File: src/rtl/audio_level_meter.sv
// audio_level_meter: log-scaled (6 dB/LED) level bar for signed PCM samples.
// Tracks the window peak between display ticks, applies per-tick fall-off,
// peak hold and a stretched clip flag, and registers the LED pattern for the
// selected mode (bar, dot, bar+peak, raw top bits).
//
// Handshake: sample_valid is a valid-only strobe with no ready; the sample on
// sample_data is consumed in every cycle where sample_valid is high and can
// never be back-pressured.
module audio_level_meter #(
  parameter int DATA_WIDTH  = 24,
  parameter int NUM_LEDS    = 8,
  parameter int TICK_CYCLES = 833_333,
  parameter int HOLD_TICKS  = 15,
  parameter int CLIP_TICKS  = 15
) (
  input  logic                  clk,
  input  logic                  rst_n,
  input  logic                  sample_valid,
  input  logic [DATA_WIDTH-1:0] sample_data,
  input  logic [1:0]            mode,
  output logic [NUM_LEDS-1:0]   led,
  output logic                  clip
);

  localparam int MW     = DATA_WIDTH - 1;
  localparam int TW     = $clog2(TICK_CYCLES);
  localparam int LW     = $clog2(NUM_LEDS + 1);
  localparam int HW     = (HOLD_TICKS > 0) ? $clog2(HOLD_TICKS + 1) : 1;
  localparam int CW     = (CLIP_TICKS > 0) ? $clog2(CLIP_TICKS + 1) : 1;
  // acc bit index that maps to level 0; each higher bit adds one LED
  localparam int OFFSET = DATA_WIDTH - 2 - NUM_LEDS;

  logic [TW-1:0]       tick_cnt_q, tick_cnt_d;
  logic [MW-1:0]       acc_q, acc_d;
  logic [LW-1:0]       display_q, display_d;
  logic [LW-1:0]       peak_q, peak_d;
  logic [HW-1:0]       hold_q, hold_d;
  logic [CW-1:0]       clip_cnt_q, clip_cnt_d;
  logic [NUM_LEDS-1:0] raw_q, raw_d;
  logic [NUM_LEDS-1:0] led_q, led_d;
  logic                clip_q, clip_d;

  logic [MW-1:0]       mag;
  logic                clip_evt;
  logic                tick;
  logic [LW-1:0]       new_level;
  logic [LW-1:0]       peak_dec;
  logic [NUM_LEDS-1:0] bar_pat, dot_pat, peak_pat;

  // Saturating magnitude of the incoming sample and clip-event detection
  always_comb begin
    mag = sample_data[MW-1:0];
    if (sample_data[DATA_WIDTH-1]) begin
      if (sample_data[MW-1:0] == '0) begin
        mag = '1;
      end else begin
        mag = (~sample_data[MW-1:0]) + 1'b1;
      end
    end
    clip_evt = sample_valid &&
               ((sample_data == {1'b0, {MW{1'b1}}}) ||
                (sample_data == {1'b1, {MW{1'b0}}}));
  end

  // Level from the highest set bit of the window peak, clamped to 0..NUM_LEDS
  always_comb begin
    new_level = '0;
    for (int i = 0; i < MW; i++) begin
      if (acc_q[i]) begin
        if (i - OFFSET >= NUM_LEDS) begin
          new_level = LW'(NUM_LEDS);
        end else if (i - OFFSET > 0) begin
          new_level = LW'(i - OFFSET);
        end
      end
    end
  end

  assign tick = (tick_cnt_q == TW'(TICK_CYCLES - 1));

  // Window accumulation, tick-time display/peak/clip updates, raw capture
  always_comb begin
    tick_cnt_d = tick ? '0 : tick_cnt_q + 1'b1;
    acc_d      = acc_q;
    display_d  = display_q;
    peak_d     = peak_q;
    hold_d     = hold_q;
    clip_cnt_d = clip_cnt_q;
    raw_d      = raw_q;
    peak_dec   = peak_q - 1'b1;
    if (tick) begin
      display_d = (new_level >= display_q) ? new_level : display_q - 1'b1;
      if (new_level >= peak_q) begin
        peak_d = new_level;
        hold_d = HW'(HOLD_TICKS);
      end else if (hold_q != '0) begin
        hold_d = hold_q - 1'b1;
      end else begin
        // peak_q > new_level >= 0 here, so peak_dec cannot underflow
        peak_d = (peak_dec > display_d) ? peak_dec : display_d;
      end
      // a sample arriving in the tick cycle opens the next window
      acc_d = sample_valid ? mag : '0;
      if (clip_cnt_q != '0) begin
        clip_cnt_d = clip_cnt_q - 1'b1;
      end
    end else if (sample_valid && (mag > acc_q)) begin
      acc_d = mag;
    end
    if (clip_evt) begin
      clip_cnt_d = CW'(CLIP_TICKS);
    end
    if (sample_valid) begin
      raw_d = sample_data[DATA_WIDTH-1 -: NUM_LEDS];
    end
  end

  // LED pattern for the current mode and the stretched clip flag
  always_comb begin
    bar_pat  = '0;
    dot_pat  = '0;
    peak_pat = '0;
    for (int i = 0; i < NUM_LEDS; i++) begin
      bar_pat[i]  = (LW'(i) < display_q);
      dot_pat[i]  = (LW'(i + 1) == display_q);
      peak_pat[i] = (LW'(i + 1) == peak_q);
    end
    case (mode)
      2'd0:    led_d = bar_pat;
      2'd1:    led_d = dot_pat;
      2'd2:    led_d = bar_pat | peak_pat;
      default: led_d = raw_q;
    endcase
    clip_d = (clip_cnt_q != '0);
  end

  // State and output registers with synchronous active-low reset
  always_ff @(posedge clk) begin
    if (!rst_n) begin
      tick_cnt_q <= '0;
      acc_q      <= '0;
      display_q  <= '0;
      peak_q     <= '0;
      hold_q     <= '0;
      clip_cnt_q <= '0;
      raw_q      <= '0;
      led_q      <= '0;
      clip_q     <= 1'b0;
    end else begin
      tick_cnt_q <= tick_cnt_d;
      acc_q      <= acc_d;
      display_q  <= display_d;
      peak_q     <= peak_d;
      hold_q     <= hold_d;
      clip_cnt_q <= clip_cnt_d;
      raw_q      <= raw_d;
      led_q      <= led_d;
      clip_q     <= clip_d;
    end
  end

  assign led  = led_q;
  assign clip = clip_q;

endmodule

File: config.mk
export PLATFORM = sky130hd
export DESIGN_NAME = audio_level_meter
export DESIGN_NICKNAME = d
export VERILOG_FILES = /design/src/rtl/audio_level_meter.sv
export SDC_FILE = /design/constraint.sdc
export NUM_CORES = 1
export LEC_CHECK = 0
export BUFFER_PORTS_ARGS = -buffer_cell sky130_fd_sc_hd__buf_2
export CAP_MARGIN = 20
export CORE_MARGIN = 3
export CORE_UTILIZATION = 28
export CTS_CLUSTER_DIAMETER = 200
export DETAILED_ROUTE_END_ITERATION = 16
export SYNTH_ARGS = -nofsm -noshare
export SYNTH_HDL_FRONTEND = slang
export SYNTH_SLANG_ARGS = --single-unit
export TNS_END_PERCENT = 20
File: constraint.sdc
create_clock -name clk -period 4.6 [get_ports clk]
set_input_delay 0.46 -clock clk [delete_from_list [all_inputs] [get_ports clk]]
set_output_delay 0.46 -clock clk [all_outputs]
set_load 0.01 [all_outputs]
* After elaboration in Yosys (flattened, before gate mapping)
Index checks and enable logic that the tools add are counted. Widths: inputs -> output; s select.
Operators by class: add/sub/neg operators 6, muxes and demuxes 23, eq/ne operators 22, bitwise gates (word level) 3, div/mod/pow operators 0, magnitude comparators 12, reduce and logical (&&, ||, !) cells 15, shifts and indexed selects 0, multipliers 0
Operators by type and width (count):
- $mux 23 | 5
- $mux 4 | 16
- $eq 3x4->1 const A | 8
- $eq 24x23->1 const B | 1
- $eq 24x24->1 const B | 1
- $pmux 8 s3 | 1
- $add 23x1->23 const B | 1
- $gt 23x23->1 | 1
- $logic_not 23->1 | 1
- $not 23->23 | 1
- $add 20x1->20 const B | 1
- $eq 20x20->1 const B | 1
- $eq 2x4->1 const A | 4
- $lt 3x4->1 const A | 4
- $sub 4x1->4 const B | 4
- $eq 1x4->1 const A | 2
- $eq 4x4->1 const A | 2
- $ge 4x4->1 | 2
- $lt 1x4->1 const A | 2
- $lt 2x4->1 const A | 2
- $or 8x8->8 | 1
- $reduce_bool 2->1 | 4
- $reduce_bool 4->1 | 2
- $reduce_and 2->1 | 3
- other kinds (10) | 11
Word-level totals: bits in read-only memories 0, bits in writable memories 0, logic and storage cells 90, bits in registers 76, bits in latches 0, memories 0, input bits 29

* Depth between registers and ports, before layout
Gate-level depths: netlist (run 1).
depth in word-level cells 14, gate-level depth with buffers 18, depth with buffers taken out 16

* Worst setup path before layout (run 1)
No wires, ideal clock.
kind input port to flip-flop, start input port sample_data[0], end register acc_q[10], required time 4.534 ns, path slack 0.840 ns, data arrival time 3.694 ns, cell stages on the path 18, setup time 0.066 ns, path through inv_1 > ha_1 > nor3b_2 > and4_1 > buf_4 > and4_4 > buf_6 > o31a_2 > o21a_1 > ha_1 > nand4_1 > or4_4 > o21ai_2 > a31oi_1 > or2_1 > buf_2 > buf_6 > a2bb2oi_2
On the way: longest elaborated chain between the ends 7
Ends and longest elaborated chain:
- start, declared | RTL line 19 | input logic [DATA_WIDTH-1:0] sample_data,
- $not 23->23 | RTL line 57 | mag = (~sample_data[MW-1:0]) + 1'b1;
- $add 23x1->23 | RTL line 57
- $mux 23 | RTL line 54 | if (sample_data[MW-1:0] == '0) begin
- $mux 23 * | RTL line 53 | if (sample_data[DATA_WIDTH-1]) begin
- $gt 23x23->1 | RTL line 107 | end else if (sample_valid && (mag > acc_q)) begin
- $logic_and 1x1->1 | RTL line 107
- $reduce_bool 2->1 (no source line)
- end signal, assigned | RTL line 141 | acc_q <= '0;
- end signal, assigned | RTL line 151 | acc_q <= acc_d;
- end, declared | RTL line 34 | logic [MW-1:0] acc_q, acc_d;
Every way passes the cells marked *; elsewhere a longest branch is shown, timed or not. The select of a mux whose other input is x is not followed. A chain may end at the register's enable or synchronous reset.

* Worst setup path in the final report (run 1)
start register acc_q[22], end register peak_q[1]
On the way: longest elaborated chain between the ends 7
Ends and longest elaborated chain:
- $mux 4 * | RTL line 69 | if (acc_q[i]) begin
- $ge 4x4->1 | RTL line 92 | display_d = (new_level >= display_q) ? new_level : display_q - 1'b1;
- $mux 4 | RTL line 92
- $gt 4x4->1 | RTL line 100 | peak_d = (peak_dec > display_d) ? peak_dec : display_d;
- $mux 4 | RTL line 100
- $mux 4 | RTL line 96 | end else if (hold_q != '0) begin
- $mux 4 | RTL line 93 | if (new_level >= peak_q) begin
- end signal, assigned | RTL line 153 | peak_q <= peak_d;
- end, declared | RTL line 36 | logic [LW-1:0] peak_q, peak_d;
Marks and branches as above.

==> qor.csv, run 1 <==
stage,metric,value,unit
outcome,status,"complete, no violations",
global_routing,first-pass GRT wire length,23000,um
critical_path,crit path capture type,flop,
finish,Inserted Diodes,0,
route,WL/cell,14.6,um
synth,Mapped Cells,665,
synth,asr flop ratio synth,0,
timing,post-route clock skew,0.00683,ns
timing,"Hold Vio Cnt, Final",0,
power,PD cells,346,nW/um2
clock_network,post-CTS setup buffers,0,
critical_path,maximum fanout along the worst path,8,
placement,RD Place Congestion,0.902,
global_routing,pin count of the biggest net entering global routing,48,
route,Residual DRC,0,
route,WL final,13900,um
synth,Syn Area/Cell,8.30,um2
synth,sequential-to-total area share from yosys stat,0.275,
power,worst vdd ir,0.000219,V
floorplanning,die height,146,um
critical_path,Worst Path Required,4.81,ns
floorplanning,initial core utilization,0.290,
min_path,HP Class,in -> reg,
timing,Slew @ Worst Pin,0.988,ns
route,initial DRC count,352,
timing,final worst slack,0.497,ns
timing,Max Slew Vio Count,0,
synth,Seq cells post-synth,76,
timing,final setup fails,0,
route,DR pass1 iterations,5,
synth,Post-Syn Nets,745,
clock_network,cts repair resizes,0,
clock_network,clock-pin slew of the registers on the worst-case setup and hold paths,0.06,ns
synth,Post-synth EDFFs,0,
placement,dpl hpwl,10600,um
synth,synth unique cells,79,
global_routing,Congestion Overflow GR,0,
floorplanning,die width,146,um
job,max-cap viol count,0,
placement,Placement Setup Slack,0.287,ns
clock_network,clk sinks,76,
finish,Layout Nets,770,
floorplanning,Core Region,19000,um2
clock_network,Clock Path Buffers,2,
floorplanning,# IOs,38,
power,P_leak,2.43,nW
synth,synthesized area,5520,um2
clock_network,htree depth,3,
clock_network,total CTS buffers,9,
floorplanning,row cnt,50,
synth,ys flop type,dfxtp_1,
global_routing,GR Util All Layers,0.130,
route,Via Count,4997,
critical_path,crit path DAT,4.31,ns
timing,post-route minimum period,4.10,ns
global_routing,number of global-route vias before repair,4611,
timing,Tcrit/Tclk final,0.892,
clock_network,hold_buf cts,0,
finish,Layout area overhead,13.7,%
route,post-detailed-route count of antenna-violating nets,0,
placement,IO buf count,37,
critical_path,Worst setup SP type,flop,
timing,slew margin rel.,0.341,
clock_network,TritonCTS clock tree,yes,
timing,TNS Setup,0,ns
clock_network,clock root buffer,clkbuf_16,
synth,YS warnings,0,
timing,final hold slack,0.458,ns
route,Avg Vias per Cell,5.23,
timing,RSZ-0062 raised after global routing,no,
timing,Achievable Freq,244,MHz
floorplanning,die area,21400,um2
critical_path,kind of critical path,reg -> reg,
finish,share of layout cells above drive strength 1,0.167,
global_routing,initial antenna violation count,0,
clock_network,clk_lat worst skew,0.34,ns
## layout make-up
cell class	instances	area (um2)
clock buffer	10	239
multi-input combinational	506	3610
sequential	76	1520
inverter	50	188
clock inverter	6	134
timing repair buffer	47	260
fill	1998	12700
tap	260	325
## placed cells by master (no fill, tap or decap), types with 12 or more instances in the layout
cell,instances
ha_1,51
a21oi_1,43
nor3_1,13
o21ai_0,28
xnor2_1,12
nand2_1,43
buf_2,37
inv_1,50
and3_1,12
nor2_1,78
dfxtp_1,76
nand4_1,19
nand3_1,19
## path summary, 6_finish.rpt
path | startpoint | endpoint | slack [ns] | depth (start not counted)
max reg2reg | acc_q[22]$_SDFFE_PN0P_ | peak_q[1]$_SDFFE_PN0P_ | 0.50 | 13
min | mode[1] | led[7]$_SDFF_PN0_ | 0.46 | 3
min reg2reg | acc_q[1]$_SDFFE_PN0P_ | acc_q[1]$_SDFFE_PN0P_ | 0.47 | 1
max | acc_q[22]$_SDFFE_PN0P_ | peak_q[1]$_SDFFE_PN0P_ | 0.50 | 13
## worst max-delay path: stages, from the launching register on
cell,delay (ns)
dfxtp_1,0.50
inv_1,0.15
a41oi_1,0.48
ha_1,0.32
nand2b_1,0.15
a2111oi_2,0.51
nor2_1,0.16
a21boi_0,0.38
ha_1,0.32
and4_1,0.18
a21oi_1,0.27
o21ai_0,0.16
a22oi_1,0.28
a21oi_1,0.11
## through the flow
stage                      util  total power [W]  area, um2  instances
after floorplan               -          0.00116       5520        665
after global placement    0.310          0.00130       5900        939
after detailed placement  0.310          0.00130       5900        939
after CTS                 0.330          0.00219       6280        955
after global routing      0.330          0.00230       6280        955
final                     0.330          0.00217       6280        955
## report_power, final
part           switching, W  total, W  leakage, nW  internal (W)
logic              0.000324  0.000561         1.63      0.000237
clock network      0.000282  0.000882        0.183      0.000601
registers         0.0000297  0.000729        0.621      0.000700
total              0.000636   0.00217         2.43       0.00154
## cell families after synthesis
logic type,share of synthesized area
mux,0.0261
simple gates,0.235
buf+inv,0.0716
compound gates,0.240
xor+xnor,0.0365
flops,0.275
fa+ha+maj,0.116
## sequential cells by signal, summed over array words and instances (netlist names)
name,cells
acc_q,23
led,8
clip,1
hold_q,4
clip_cnt_q,4
tick_cnt_q,20
peak_q,4
display_q,4
raw_q,8
## synthesized netlist by cell type (4+ instances only)
cell,count,area share
nor2_1,78,0.053
dfxtp_1,76,0.28
ha_1,51,0.12
inv_1,50,0.034
a21oi_1,43,0.039
nand2_1,43,0.029
o21ai_0,29,0.026
nand3_1,19,0.017
nand4_1,19,0.022
clkbuf_1,15,0.010
nor3_1,13,0.012
and3_1,12,0.014
xnor2_1,12,0.019
mux2i_1,11,0.020
xor2_1,11,0.017
a2bb2oi_2,10,0.027
nor4_1,10,0.011
buf_6,9,0.018
a31oi_1,8,0.0091
a211oi_1,7,0.0095
buf_2,7,0.0063
o21a_1,7,0.0095
o211ai_1,6,0.0082
o221a_2,6,0.012
or3_1,6,0.0068
a2bb2oi_1,5,0.0079
a31o_2,5,0.0079
o311ai_0,5,0.0079
or2_2,5,0.0057
nand2b_1,4,0.0045
nand3b_1,4,0.0054
## per-layer routing
metal  wire length (um)  GRT usage
met1               6870      0.174
met4                306     0.0480
met2               6250      0.211
met3                495     0.0214
met5                  0          0
No activity file was read; power rests on OpenSTA's default activity.
==> run 2, diff against run 1 <==
- CORE_MARGIN: 3 -> 2
- CORE_UTILIZATION: 28 -> 35
==> run 2 against run 1 <==
Net effect: cell area is 3.0% lower; clock power is 23% lower; final cell count is 5.7% lower; register-to-register slack better by 0.02 ns; combinational power hardly changed; worst hold slack worse by 0.0050 ns; critical path type unchanged; critical endpoint is now peak_q[2]$_SDFFE_PN0P_; largest cell class unchanged.
==> qor.csv, run 2 (synthesized netlist as in run 1, its figures left out) <==
stage,metric,value,unit,change
outcome,status,"complete, no violations",,
finish,"leading cell type in the layout, fill and taps excluded",nor2_1,,
critical_path,crit path DAT,4.33,ns,+0.02 ns
clock_network,cts repair resizes,0,,unchanged
global_routing,GR Util All Layers,0.176,,+0.0455
placement,dpl hpwl,11100,um,+4.7%
timing,Slew @ Worst Pin,0.959,ns,-0.0283 ns
floorplanning,row cnt,45,,-10%
power,P_leak,2.36,nW,-3.1%
route,DR pass1 iterations,5,,unchanged
floorplanning,Core Region,15300,um2,-19%
job,max-cap viol count,0,,unchanged
global_routing,pin count of the biggest net entering global routing,48,,unchanged
clock_network,clock root buffer,clkbuf_16,,
timing,Achievable Freq,245,MHz,+0.51%
global_routing,first-pass GRT wire length,23400,um,+1.6%
floorplanning,die width,130,um,-11%
timing,slew margin rel.,0.360,,+0.0189
finish,Post-Route Utilization,0.398,,+0.0677
clock_network,total CTS buffers,9,,unchanged
route,Avg Vias per Cell,5.59,,+6.8%
finish,Inserted Diodes,0,,unchanged
placement,IO buf count,37,,unchanged
clock_network,clk sinks,76,,unchanged
global_routing,initial antenna violation count,0,,unchanged
critical_path,crit path capture type,flop,,
critical_path,Setup crit start,acc_q[22]$_SDFFE_PN0P_,,
timing,post-route clock skew,0.00576,ns,-0.00107 ns
finish,Regs by FF count,"acc_q: 23 flops, tick_cnt_q: 20 flops",,
floorplanning,initial core utilization,0.361,,+0.0702
timing,Max Slew Vio Count,0,,unchanged
finish,max reg flops,23,,unchanged
floorplanning,die area,16800,um2,-22%
route,WL/cell,15.9,um,+9.2%
critical_path,Worst R2R Start,acc_q[22]$_SDFFE_PN0P_,,
clock_network,TritonCTS clock tree,yes,,
global_routing,number of global-route vias before repair,4778,,+3.6%
power,Tot Pwr,0.00197,W,-9.1%
finish,Layout area overhead,10.3,%,
route,post-detailed-route count of antenna-violating nets,0,,unchanged
finish,Layout Nets,765,,-0.65%
timing,TNS Setup,0,ns,unchanged
power,PD cells,324,nW/um2,-6.3%
timing,RSZ-0062 raised after global routing,no,,
timing,final setup fails,0,,unchanged
clock_network,Clock Path Buffers,2,,unchanged
global_routing,Congestion Overflow GR,0,,unchanged
floorplanning,# IOs,38,,unchanged
timing,Tcrit/Tclk final,0.887,,-0.00452
clock_network,htree depth,3,,unchanged
finish,Biggest register,acc_q,,
finish,most frequent cells in the layout,"nor2_1 (78), dfxtp_1 (76), ha_1 (51)",,
power,worst vdd ir,0.000214,V,-2.2%
critical_path,Worst setup SP type,flop,,
route,Residual DRC,0,,unchanged
critical_path,Worst Path Required,4.84,ns,+0.03 ns
min_path,HP Class,in -> reg,,
critical_path,kind of critical path,reg -> reg,,
clock_network,hold_buf cts,0,,unchanged
clock_network,clk_lat worst skew,0.34,ns,about the same
route,WL final,14300,um,+3.0%
placement,RD Place Congestion,0.904,,+0.29%
critical_path,maximum fanout along the worst path,8,,unchanged
route,Via Count,5034,,+0.74%
timing,"Hold Vio Cnt, Final",0,,unchanged
clock_network,post-CTS setup buffers,0,,unchanged
route,initial DRC count,366,,+4.0%
finish,share of layout cells above drive strength 1,0.159,,-0.00749
timing,post-route minimum period,4.08,ns,-0.0208 ns
min_path,Worst Hold Launch,mode[1],,
clock_network,clock-pin slew of the registers on the worst-case setup and hold paths,0.06,ns,about the same
floorplanning,die height,130,um,-11%
[run 2: cell count changes in the layout (fill, tap and decap cells not counted)]
cell / previous run / this run
buf_4: 10 / 5
bufinv_16: 4 / 0
clkbuf_1: 0 / 1
clkinv_2: 1 / 0
clkinvlp_4: 0 / 2
inv_6: 1 / 2
inv_8: 0 / 1
[run 2: final timing paths]
kind,cells past startpoint,end,slack [ns]
worst max-delay path,14,peak_q[2]$_SDFFE_PN0P_,0.52
worst min-delay path,3,led[7]$_SDFF_PN0_,0.45
worst max register to register,14,peak_q[2]$_SDFFE_PN0P_,0.52
worst min register to register,1,acc_q[1]$_SDFFE_PN0P_,0.47
[run 2: power breakdown]
group	switching, W	total (W)	internal, W
sequential	0.0000323	0.000732	0.000699
combinational	0.000326	0.000561	0.000235
clock	0.000294	0.000682	0.000388
total	0.000652	0.00197	0.00132
[run 2: final cells by class]
type / instances / area [um2]
clock buffers: 11 / 243
clock inverters: 5 / 43.8
fillers: 1604 / 9220
inverters: 50 / 188
multi-input cells: 506 / 3610
flip-flops and latches: 76 / 1520
well taps: 211 / 264
repair buffers: 42 / 223
[run 2: critical path: stages (launching register included)]
cell and delay [ns]:
dfxtp_1 0.50, inv_1 0.14, a41oi_1 0.46, ha_1 0.32, nand2b_1 0.15, a2111oi_2 0.54, nor2_1 0.17, a21oi_1 0.24
ha_1 0.27, nor2b_1 0.13, o211ai_1 0.25, a21oi_1 0.18, o21ai_0 0.27, a22oi_1 0.12, a211oi_1 0.25
[run 2: per-stage QoR]
step / hold slack [ns] / cell area (um2) / worst slack (ns) / instances
floorplan: 0.441 / 5520 / 0.840 / 665
global placement: 0.457 / 5810 / 0.434 / 885
detailed placement: 0.464 / 5810 / 0.266 / 885
CTS: 0.446 / 6090 / 0.585 / 901
global route: 0.472 / 6090 / 0.114 / 901
finish: 0.453 / 6090 / 0.518 / 901
[run 2: metal layers]
layer | vias up | wire length (um) | GRT usage
li1 | 2487 | - | -
met3 | 32 | 717 | 0.0355
met1 | 2367 | 6400 | 0.222
met5 | - | 0 | 0
met4 | 0 | 512 | 0.0841
met2 | 148 | 6700 | 0.286
==> run 3, diff against run 2 <==
- REMOVE_ABC_BUFFERS: default -> 1
==> run 3 against run 2 <==
Net effect: via count increased by 0.30%; largest cell class unchanged; count of clock-buffer cells in the layout increased by 2; sequential share of layout area increased by 0.067 points; fmax decreased by 0.20%; utilization decreased by 0.11 points; combinational power increased by 1%; power decreased by 1.2%; sequential power about the same; non-clock buffer count unchanged; cell area decreased by 0.27%; largest power group unchanged; critical endpoint is now peak_q[1]$_SDFFE_PN0P_; critical path depth decreased by 1; clock skew increased by 0.0020 ns.
==> qor.csv, run 3 (synthesized netlist as in run 1, its figures left out) <==
stage,metric,value,unit,change
outcome,status,"complete, no violations",,
timing,Tcrit/Tclk final,0.889,,+0.00179
critical_path,"Critical Path, Cell by Cell","inv_1, a41oi_1, ha_1, nand2b_1, a2111oi_2, nor2_1, a21boi_0, ha_1, and4_1, a21oi_1, o21ai_0, a22oi_1, a21oi_1",,
finish,"leading cell type in the layout, fill and taps excluded",nor2_1,,
route,WL final,14300,um,-0.49%
route,WL/cell,15.8,um,-0.38%
critical_path,crit path capture type,flop,,
clock_network,htree depth,3,,unchanged
finish,Inserted Diodes,0,,unchanged
critical_path,delay of the slowest cell on the worst path,0.56,ns,+0.02 ns
timing,RSZ-0062 raised after global routing,no,,
timing,Slew @ Worst Pin,0.964,ns,+0.00499 ns
critical_path,crit path DAT,4.31,ns,-0.02 ns
timing,"Hold Vio Cnt, Final",0,,unchanged
route,post-detailed-route count of antenna-violating nets,0,,unchanged
timing,final setup fails,0,,unchanged
min_path,Worst Hold Launch,mode[1],,
global_routing,GR Util All Layers,0.178,,+0.00276
clock_network,TritonCTS clock tree,yes,,
critical_path,CP bufs+invs,1,,unchanged
global_routing,initial antenna violation count,0,,unchanged
clock_network,clk_lat worst skew,0.35,ns,about the same
critical_path,Worst Path Required,4.82,ns,-0.02 ns
critical_path,maximum fanout along the worst path,8,,unchanged
placement,RD Place Congestion,0.924,,+2.2%
finish,share of layout cells above drive strength 1,0.157,,-0.00267
timing,final hold slack,0.441,ns,-0.0126 ns
finish,Regs by FF count,"acc_q: 23 flops, tick_cnt_q: 20 flops",,
finish,max reg flops,23,,unchanged
clock_network,cts repair resizes,0,,unchanged
floorplanning,Core Region,15300,um2,unchanged
finish,Layout area overhead,10.0,%,
floorplanning,die area,16800,um2,unchanged
clock_network,post-CTS setup buffers,0,,unchanged
global_routing,first-pass GRT wire length,23700,um,+1.4%
critical_path,Worst R2R Start,acc_q[22]$_SDFFE_PN0P_,,
floorplanning,die height,130,um,unchanged
timing,post-route minimum period,4.09,ns,+0.00824 ns
placement,dpl hpwl,10900,um,-1.9%
job,max-cap viol count,0,,unchanged
route,Residual DRC,0,,unchanged
critical_path,Worst setup SP type,flop,,
critical_path,Setup crit start,acc_q[22]$_SDFFE_PN0P_,,
global_routing,number of global-route vias before repair,4859,,+1.7%
critical_path,kind of critical path,reg -> reg,,
floorplanning,# IOs,38,,unchanged
route,initial DRC count,397,,+8.5%
placement,IO buf count,37,,unchanged
finish,Fillers,1537,,-4.2%
clock_network,clock-pin slew of the registers on the worst-case setup and hold paths,0.06,ns,about the same
route,DR pass1 iterations,5,,unchanged
finish,design area,6080,um2,-0.27%
power,PD cells,321,nW/um2,-0.99%
clock_network,clock root buffer,clkbuf_16,,
finish,Biggest register,acc_q,,
clock_network,Clock Path Buffers,2,,unchanged
global_routing,Congestion Overflow GR,0,,unchanged
floorplanning,row cnt,45,,unchanged
timing,Achievable Freq,244,MHz,-0.20%
route,Via Count,5049,,+0.30%
finish,most frequent cells in the layout,"nor2_1 (78), dfxtp_1 (76), ha_1 (51)",,
clock_network,hold_buf cts,0,,unchanged
global_routing,pin count of the biggest net entering global routing,48,,unchanged
timing,slew margin rel.,0.356,,-0.00333
route,Avg Vias per Cell,5.61,,+0.41%
power,worst vdd ir,0.000219,V,+2.0%
critical_path,Slowest cell on crit path,a2111oi_2,,
min_path,HP Class,in -> reg,,
power,P_leak,2.36,nW,about the same
finish,Layout Nets,765,,unchanged
placement,Area after DPL,5810,um2,unchanged
clock_network,total CTS buffers,9,,unchanged
critical_path,"delay-heaviest family, CP",compound AO/OA/AOI/OAI gates,,
clock_network,clk sinks,76,,unchanged
timing,post-route clock skew,0.00772,ns,+0.00195 ns
floorplanning,die width,130,um,unchanged
timing,Max Slew Vio Count,0,,unchanged
floorplanning,initial core utilization,0.361,,unchanged
run 3: changes by cell type in the layout (fill, tap and decap cells not counted):
cell and delta:
clkinv_2 +2, clkbuf_8 +1, clkinvlp_4 -2, clkbuf_1 +1, inv_6 -2, inv_8 -1
run 3: metal layers:
layer | global-route usage | vias to the layer above | share of wire
li1 | - | 2481 | -
met1 | 0.229 | 2353 | 0.46
met2 | 0.281 | 182 | 0.45
met3 | 0.0376 | 33 | 0.059
met4 | 0.0942 | 0 | 0.035
met5 | 0 | - | 0
run 3: final timing paths:
kind / endpoint / slack, ns / cells past startpoint
worst min-delay path: led[6]$_SDFF_PN0_ / 0.44 / 3
worst max-delay path: peak_q[1]$_SDFFE_PN0P_ / 0.51 / 13
worst min register to register: acc_q[1]$_SDFFE_PN0P_ / 0.48 / 1
worst max register to register: peak_q[1]$_SDFFE_PN0P_ / 0.51 / 13
run 3: area by class of cell:
cell class                      instances  area (um2)  share of cell area
Multi-Input combinational cell        506        3610               0.594
Sequential cell                        76        1520               0.250
Tap cell                              211         264              0.0435
Clock buffer                           13         260              0.0428
Timing Repair Buffer                   42         223              0.0367
Inverter                               50         188              0.0309
Clock inverter                          2        10.0             0.00165
run 3: where the power goes:
part           internal (W)  total, W  switching [W]
sequential         0.000700  0.000730      0.0000302
combinational      0.000236  0.000567       0.000331
clock              0.000390  0.000654       0.000264
total               0.00133   0.00195       0.000625
run 3: per-stage QoR:
stage                      util  setup WS (ns)  power [W]  setup TNS [ns]  cells
after floorplan               -         -0.300    0.00114           -2.14    632
after global placement    0.379          0.388    0.00129               0    885
after detailed placement  0.379          0.288    0.00130               0    885
after CTS                 0.397          0.540    0.00197               0    900
after global routing      0.397          0.104    0.00207               0    900
final                     0.397          0.510    0.00195               0    900
run 3: worst reg2reg max path, stage by stage, from the launching register on:
cell	delay (ns)
dfxtp_1	0.48
inv_1	0.14
a41oi_1	0.46
ha_1	0.32
nand2b_1	0.15
a2111oi_2	0.56
nor2_1	0.17
a21boi_0	0.41
ha_1	0.32
and4_1	0.18
a21oi_1	0.26
o21ai_0	0.16
a22oi_1	0.25
a21oi_1	0.10
